`config.mk`:
```
export PLATFORM = sky130hd
export DESIGN_NAME = key_event_counter
export DESIGN_NICKNAME = d
export VERILOG_FILES = /design/src/rtl/key_event_counter.sv
export SDC_FILE = /design/constraint.sdc
export NUM_CORES = 1
export LEC_CHECK = 0
export ABC_AREA = 1
export CAP_MARGIN = 20
export CORE_ASPECT_RATIO = 0.8
export CORE_UTILIZATION = 50
export CTS_BUF_LIST = sky130_fd_sc_hd__clkbuf_8
export DETAILED_ROUTE_END_ITERATION = 6
export PLACE_DENSITY_LB_ADDON = 0.3
export SLEW_MARGIN = 20
export SYNTH_ARGS = -nofsm -noshare
export SYNTH_HDL_FRONTEND = slang
export SYNTH_SLANG_ARGS = --single-unit
```
`constraint.sdc`:
```
create_clock -name clk100_i -period 3.14 [get_ports clk100_i]
set_input_delay 0.628 -clock clk100_i [delete_from_list [all_inputs] [get_ports clk100_i]]
set_output_delay 0.628 -clock clk100_i [all_outputs]
set_load 0.01 [all_outputs]
```
`src/rtl/key_event_counter.sv`:
```
// Two-key debounced event counter: step/load keys drive a CNT_W-bit up/down counter
// with wrap or saturate, LED switch snapshot and per-nibble 7-segment outputs.

module key_event_counter_db #(
    parameter int DB_CYC = 1000000
) (
    input  logic clk_i,
    input  logic rst_i,
    input  logic key_n_i,
    output logic press_o
);
    // state    | meaning
    // RELEASED | debounced key is up; low level must persist DB_CYC cycles to flip
    // PRESSED  | debounced key is down; high level must persist DB_CYC cycles to flip

    localparam int CW = (DB_CYC < 2) ? 1 : $clog2(DB_CYC + 1);
    localparam logic [CW-1:0] DB_LAST = CW'(DB_CYC - 1);

    typedef enum logic {
        RELEASED = 1'b0,
        PRESSED  = 1'b1
    } db_state_e;

    db_state_e state_q, state_d;
    db_state_e prev_q, prev_d;
    logic [1:0]    sync_q, sync_d;
    logic [CW-1:0] cnt_q, cnt_d;
    logic          press_q, press_d;
    logic          level_pressed;

    assign sync_d        = {sync_q[0], key_n_i};
    assign level_pressed = ~sync_q[1];

    always_ff @(posedge clk_i or posedge rst_i) begin
        if (rst_i) begin
            sync_q  <= 2'b11;
            state_q <= RELEASED;
            prev_q  <= RELEASED;
            cnt_q   <= '0;
            press_q <= 1'b0;
        end else begin
            sync_q  <= sync_d;
            state_q <= state_d;
            prev_q  <= prev_d;
            cnt_q   <= cnt_d;
            press_q <= press_d;
        end
    end

    always_comb begin
        state_d = state_q;
        cnt_d   = '0;
        if (level_pressed != (state_q == PRESSED)) begin
            if (cnt_q == DB_LAST) begin
                state_d = (state_q == PRESSED) ? RELEASED : PRESSED;
            end else begin
                cnt_d = cnt_q + CW'(1);
            end
        end
    end

    // The pulse is taken from the registered state history, one cycle after the flip.
    always_comb begin
        prev_d  = state_q;
        press_d = (state_q == PRESSED) && (prev_q == RELEASED);
    end

    assign press_o = press_q;

endmodule

module key_event_counter #(
    parameter int CNT_W  = 8,
    parameter int SW_W   = 10,
    parameter int DB_CYC = 1000000
) (
    input  logic                     clk100_i,
    input  logic                     rst_i,
    input  logic [SW_W-1:0]          sw_i,
    input  logic [1:0]               key_i,
    output logic [SW_W-1:0]          ledr_o,
    output logic [7*(CNT_W/4)-1:0]   hex_o,
    output logic                     ovf_o
);
    localparam int ND = CNT_W / 4;
    localparam int LW = SW_W - 2;

    logic             step_p;
    logic             load_p;
    logic [CNT_W-1:0] cnt_q, cnt_d;
    logic [SW_W-1:0]  ledr_q, ledr_d;
    logic             ovf_q, ovf_d;
    logic [CNT_W-1:0] load_val;
    logic [CNT_W:0]   step_ext;
    logic [CNT_W:0]   sum;
    logic [CNT_W:0]   diff;
    logic             dir;
    logic             sat;

    key_event_counter_db #(.DB_CYC(DB_CYC)) u_db_step (
        .clk_i   (clk100_i),
        .rst_i   (rst_i),
        .key_n_i (key_i[0]),
        .press_o (step_p)
    );

    key_event_counter_db #(.DB_CYC(DB_CYC)) u_db_load (
        .clk_i   (clk100_i),
        .rst_i   (rst_i),
        .key_n_i (key_i[1]),
        .press_o (load_p)
    );

    assign dir      = sw_i[SW_W-1];
    assign sat      = sw_i[SW_W-2];
    assign step_ext = {{(CNT_W-3){1'b0}}, sw_i[3:0]};

    generate
        if (LW >= CNT_W) begin : g_load_trunc
            assign load_val = sw_i[CNT_W-1:0];
        end else begin : g_load_ext
            assign load_val = {{(CNT_W-LW){1'b0}}, sw_i[LW-1:0]};
        end
    endgenerate

    always_ff @(posedge clk100_i or posedge rst_i) begin
        if (rst_i) begin
            cnt_q  <= '0;
            ledr_q <= '0;
            ovf_q  <= 1'b0;
        end else begin
            cnt_q  <= cnt_d;
            ledr_q <= ledr_d;
            ovf_q  <= ovf_d;
        end
    end

    // Bit CNT_W of sum/diff is the carry or borrow out of the counter range.
    always_comb begin
        sum    = {1'b0, cnt_q} + step_ext;
        diff   = {1'b0, cnt_q} - step_ext;
        cnt_d  = cnt_q;
        ledr_d = ledr_q;
        ovf_d  = ovf_q;
        if (load_p) begin
            cnt_d  = load_val;
            ovf_d  = 1'b0;
            ledr_d = sw_i;
        end else if (step_p) begin
            ledr_d = sw_i;
            if (!dir) begin
                cnt_d = sum[CNT_W-1:0];
                if (sum[CNT_W]) begin
                    ovf_d = 1'b1;
                    if (sat) cnt_d = '1;
                end
            end else begin
                cnt_d = diff[CNT_W-1:0];
                if (diff[CNT_W]) begin
                    ovf_d = 1'b1;
                    if (sat) cnt_d = '0;
                end
            end
        end
    end

    function automatic logic [6:0] seg7(input logic [3:0] v);
        logic [6:0] s;
        case (v)
            4'h0: s = 7'b1000000;
            4'h1: s = 7'b1111001;
            4'h2: s = 7'b0100100;
            4'h3: s = 7'b0110000;
            4'h4: s = 7'b0011001;
            4'h5: s = 7'b0010010;
            4'h6: s = 7'b0000010;
            4'h7: s = 7'b1111000;
            4'h8: s = 7'b0000000;
            4'h9: s = 7'b0010000;
            4'hA: s = 7'b0001000;
            4'hB: s = 7'b0000011;
            4'hC: s = 7'b1000110;
            4'hD: s = 7'b0100001;
            4'hE: s = 7'b0000110;
            default: s = 7'b0001110;
        endcase
        return s;
    endfunction

    always_comb begin
        hex_o = '1;
        for (int k = 0; k < ND; k++) begin
            hex_o[7*k +: 7] = seg7(cnt_q[4*k +: 4]);
        end
    end

    assign ledr_o = ledr_q;
    assign ovf_o  = ovf_q;

endmodule

```
==> results.md <==
* Synth top area share at 0.3716
* Cell family with most CP delay: buffers and inverters
* Largest net degree at the start of global routing at 29
* TritonCTS Sinks at 69
* Critical path data required time at 2.51 ns
* Fraction of registers with async set/reset at 1.000
* Die width at 106.6 µm
* Syn_area_per_cell at 7.456 µm²
* Number of enable flip-flop cells after synthesis at 0
* Outcome: complete, no violations
* Clock Skews at 0.01296 ns
* Top_reg_cell synth: dfrtp_1
* Die Area at 0.009133 mm²
* RR Startpoint: cnt_q[3]$_DFFE_PP0P_
* CP Capture Type: primary output
* Cts bufs inserted at 9
* Clock transition at path regs at 0.07 ns
* Worst vdd ir at 0.2475 mV
* Synth area leader: dfrtp_1
* Most common cell after layout, fill and taps aside: nand2_1
* DRT antenna net count at 0
* Worst Hold Class: reg -> reg
* I/O pin cnt at 39
* Mapped Cells at 587
* Ranking of synthesized cells by area: dfrtp_1 (37%), nand2_1 (12%), nor2_1 (6.9%)
* Critical Path End: hex_o[3]
* Via/cell ratio at 5.277
* Hold-fix buffers, CTS at 0
* Initial Utilization at 0.5159
* Fmax at 0.3406 GHz
* Reg-to-Reg End: cnt_q[3]$_DFFE_PP0P_
* Crit-path cells: inv_1 -> ha_1 -> o311ai_0 -> clkdlybuf4s50_1
* Maximum buffer depth of the clock tree at 2
* Post-DP HPWL at 7.342 mm
* Part of the power in registers at 0.523
* Worst slew margin at 0.5861
* Setup CP Type: reg -> out
* Core Util, Final at 0.5982
* Pleak at 2.397 nW
* CTS resizes at 0
* First-pass GRT wire length at 16.66 mm
* Sequential-to-total area share from yosys stat at 0.3957
* Layout area overhead at 15.95%
* Combinational power share at 0.070
* FF+latch count, synth at 69
* CP peak stage delay at 0.60 ns
* Final Slew Violations at 0
* Worst R2R Setup Slack at 0.98 ns
* DRT Pass-1 Iters at 4
* Worst Path Arrival at 2.31 ns
* Slowest cell on crit path: clkdlybuf4s50_1
* Clock power frac at 0.407
* CP Buf/Inv Count at 2
* Final Hold Vio Count at 0
* H-Tree Depth at 3
* Int Power at 1.306 mW
* Iteration-0 DRC Markers at 231
* Number of remaining DRC errors at 0
* CORE AREA at 0.008483 mm²
* Routed length on met3 at 583 µm
* Synth Cell Area at 0.004377 mm²
* Tmin final at 2.936 ns
* Cells on worst reg2reg path at 10
* Grt total ovfl at 0
* Vias in the first global route at 3601
* Pwr Density at 341.1 mW/mm²
* Core Rows at 30
* Highest routed layer: met4
* WL met1 at 4.938 mm
* Mapped Nets at 625
* Clock Latency Late Sink at 0.35 ns
* Critical path depth at 4
* Fin Setup TNS at 0 ns
* RePlAce Congestion at 0.8844
* Final setup fails at 0
* Commonest non-fill, non-tap cells in the layout: nand2_1 (135), nor2_1 (79), inv_1 (73), dfrtp_1 (65), nand3_1 (41)
* Sw frac at 0.2456
* Critical-path maximum fanout at 8
* Total track usage at 0.2308
* Initial antenna violation count at 0
* Drt wl/cell at 13.07 µm
* Count of different cell masters after synthesis at 44
* CP startpoint kind: flip-flop
* Worst slew pin tran at 0.6151 ns
* CTS tree: yes
* Sw Pwr at 0.4251 mW
* Final net count at 669
* Yosys warns at 0
* Final period util at 0.9350
* Total Wirelength at 9.780 mm
* CTS Root Buffer Type: clkbuf_8
* RSZ-0062 raised after global routing: false
* Share of layout cells above drive strength 1 at 0.07862
* Die Span Y at 85.68 µm
* Setup bufs post-CTS at 0
* Number of I/O port buffers at 38
* Ant diodes at 0
* Metal2 WL at 4.113 mm
* Max Cap Viol at 0
* Total number of vias at 3947
* CP startpoint: cnt_q[1]$_DFFE_PP0P_
worst register-to-register path, cell delays in order (launching register included):
cell and delay (ns):
dfrtp_1 0.55, ha_1 0.44, inv_1 0.14, a21oi_1 0.18
nand2_1 0.16, nand3_1 0.12, nand2_2 0.07, clkinv_2 0.08
o21ai_0 0.08, o21ai_0 0.15, nand2_1 0.07
synth_stat cells, types with 3 or more instances:
master / n
nand2_2: 4
nor2_2: 3
dfstp_2: 4
nor3b_1: 3
dfrtp_1: 65
clkbuf_1: 6
nand3_1: 41
ha_1: 22
xnor2_1: 7
o221ai_1: 3
inv_2: 6
xor2_1: 15
nor2_4: 3
o21ai_0: 25
a21oi_1: 23
nand4_1: 20
nor2_1: 80
nand2_1: 135
inv_1: 73
nor4_1: 3
nand3_2: 3
nor3_1: 14
registers in the layout (all words and copies together), names as in the netlist, 2 cells and up:
| register | cells |
|---|---|
| u_db_load.cnt_q | 20 |
| cnt_q | 8 |
| u_db_load.sync_q | 2 |
| u_db_step.cnt_q | 20 |
| ledr_o | 10 |
| u_db_step.sync_q | 2 |
metrics by stage:
| step | hold slack (ns) | setup slack [ns] | power [mW] | area [µm²] | std cells |
|---|---|---|---|---|---|
| after global placement | 0.3458 | 0.4781 | 1.040 | 4883 | 732 |
| after CTS | 0.3580 | 0.1700 | 1.750 | 5075 | 748 |
| after floorplan | 0.3452 | 0.7788 | 0.9971 | 4377 | 587 |
| after global routing | 0.3669 | 0.009833 | 1.812 | 5075 | 748 |
| after detailed placement | 0.3475 | 0.4182 | 1.043 | 4883 | 732 |
| final | 0.3577 | 0.2041 | 1.731 | 5075 | 748 |
per-layer routing:
metal / track usage / vias up
met2: 0.3378 / 113
li1: - / 1993
met5: 0 / -
met4: 0.09091 / 0
met3: 0.03951 / 14
met1: 0.3404 / 1827
final cells by class:
type	instances	area (µm²)
sequential	69	1732
inverter	82	309.0
fill	784	3408
multi-input combinational	427	2292
clock inverter	7	67.56
clock buffer	9	123.9
tap	112	140.1
timing repair buffer	42	410.4
power groups by stage:
stage / clock, mW / sequential [mW] / combinational (mW)
6_report: 0.704 / 0.906 / 0.121
5_1_grt: 0.767 / 0.906 / 0.139
4_1_cts: 0.724 / 0.905 / 0.121
3_5_place_dp: 0 / 0.923 / 0.120
3_3_place_gp: 0 / 0.922 / 0.118
2_1_floorplan: 0 / 0.921 / 0.0758
worst min path at each step:
stage / start / end / slack (ns) / cells past startpoint
after floorplan: u_db_load.sync_q[0]$_DFF_PP1_ / u_db_load.sync_q[1]$_DFF_PP1_ / 0.35 / 0
after global placement: u_db_step.sync_q[0]$_DFF_PP1_ / u_db_step.sync_q[1]$_DFF_PP1_ / 0.35 / 0
final: u_db_load.sync_q[0]$_DFF_PP1_ / u_db_load.sync_q[1]$_DFF_PP1_ / 0.36 / 0
after CTS: u_db_load.sync_q[0]$_DFF_PP1_ / u_db_load.sync_q[1]$_DFF_PP1_ / 0.36 / 0
after detailed placement: u_db_load.sync_q[0]$_DFF_PP1_ / u_db_load.sync_q[1]$_DFF_PP1_ / 0.35 / 0
after global routing: u_db_load.sync_q[0]$_DFF_PP1_ / u_db_load.sync_q[1]$_DFF_PP1_ / 0.37 / 0
logic make-up after synthesis:
| logic type | synth area share |
|---|---|
| buffers and inverters | 0.08119 |
| adder cells (fa/ha/maj) | 0.07204 |
| AND/OR/NAND/NOR | 0.3250 |
| XOR/XNOR | 0.04403 |
| AO/OA/AOI/OAI | 0.08205 |
| flip-flops | 0.3957 |
No activity file was read; power rests on OpenSTA's default activity.
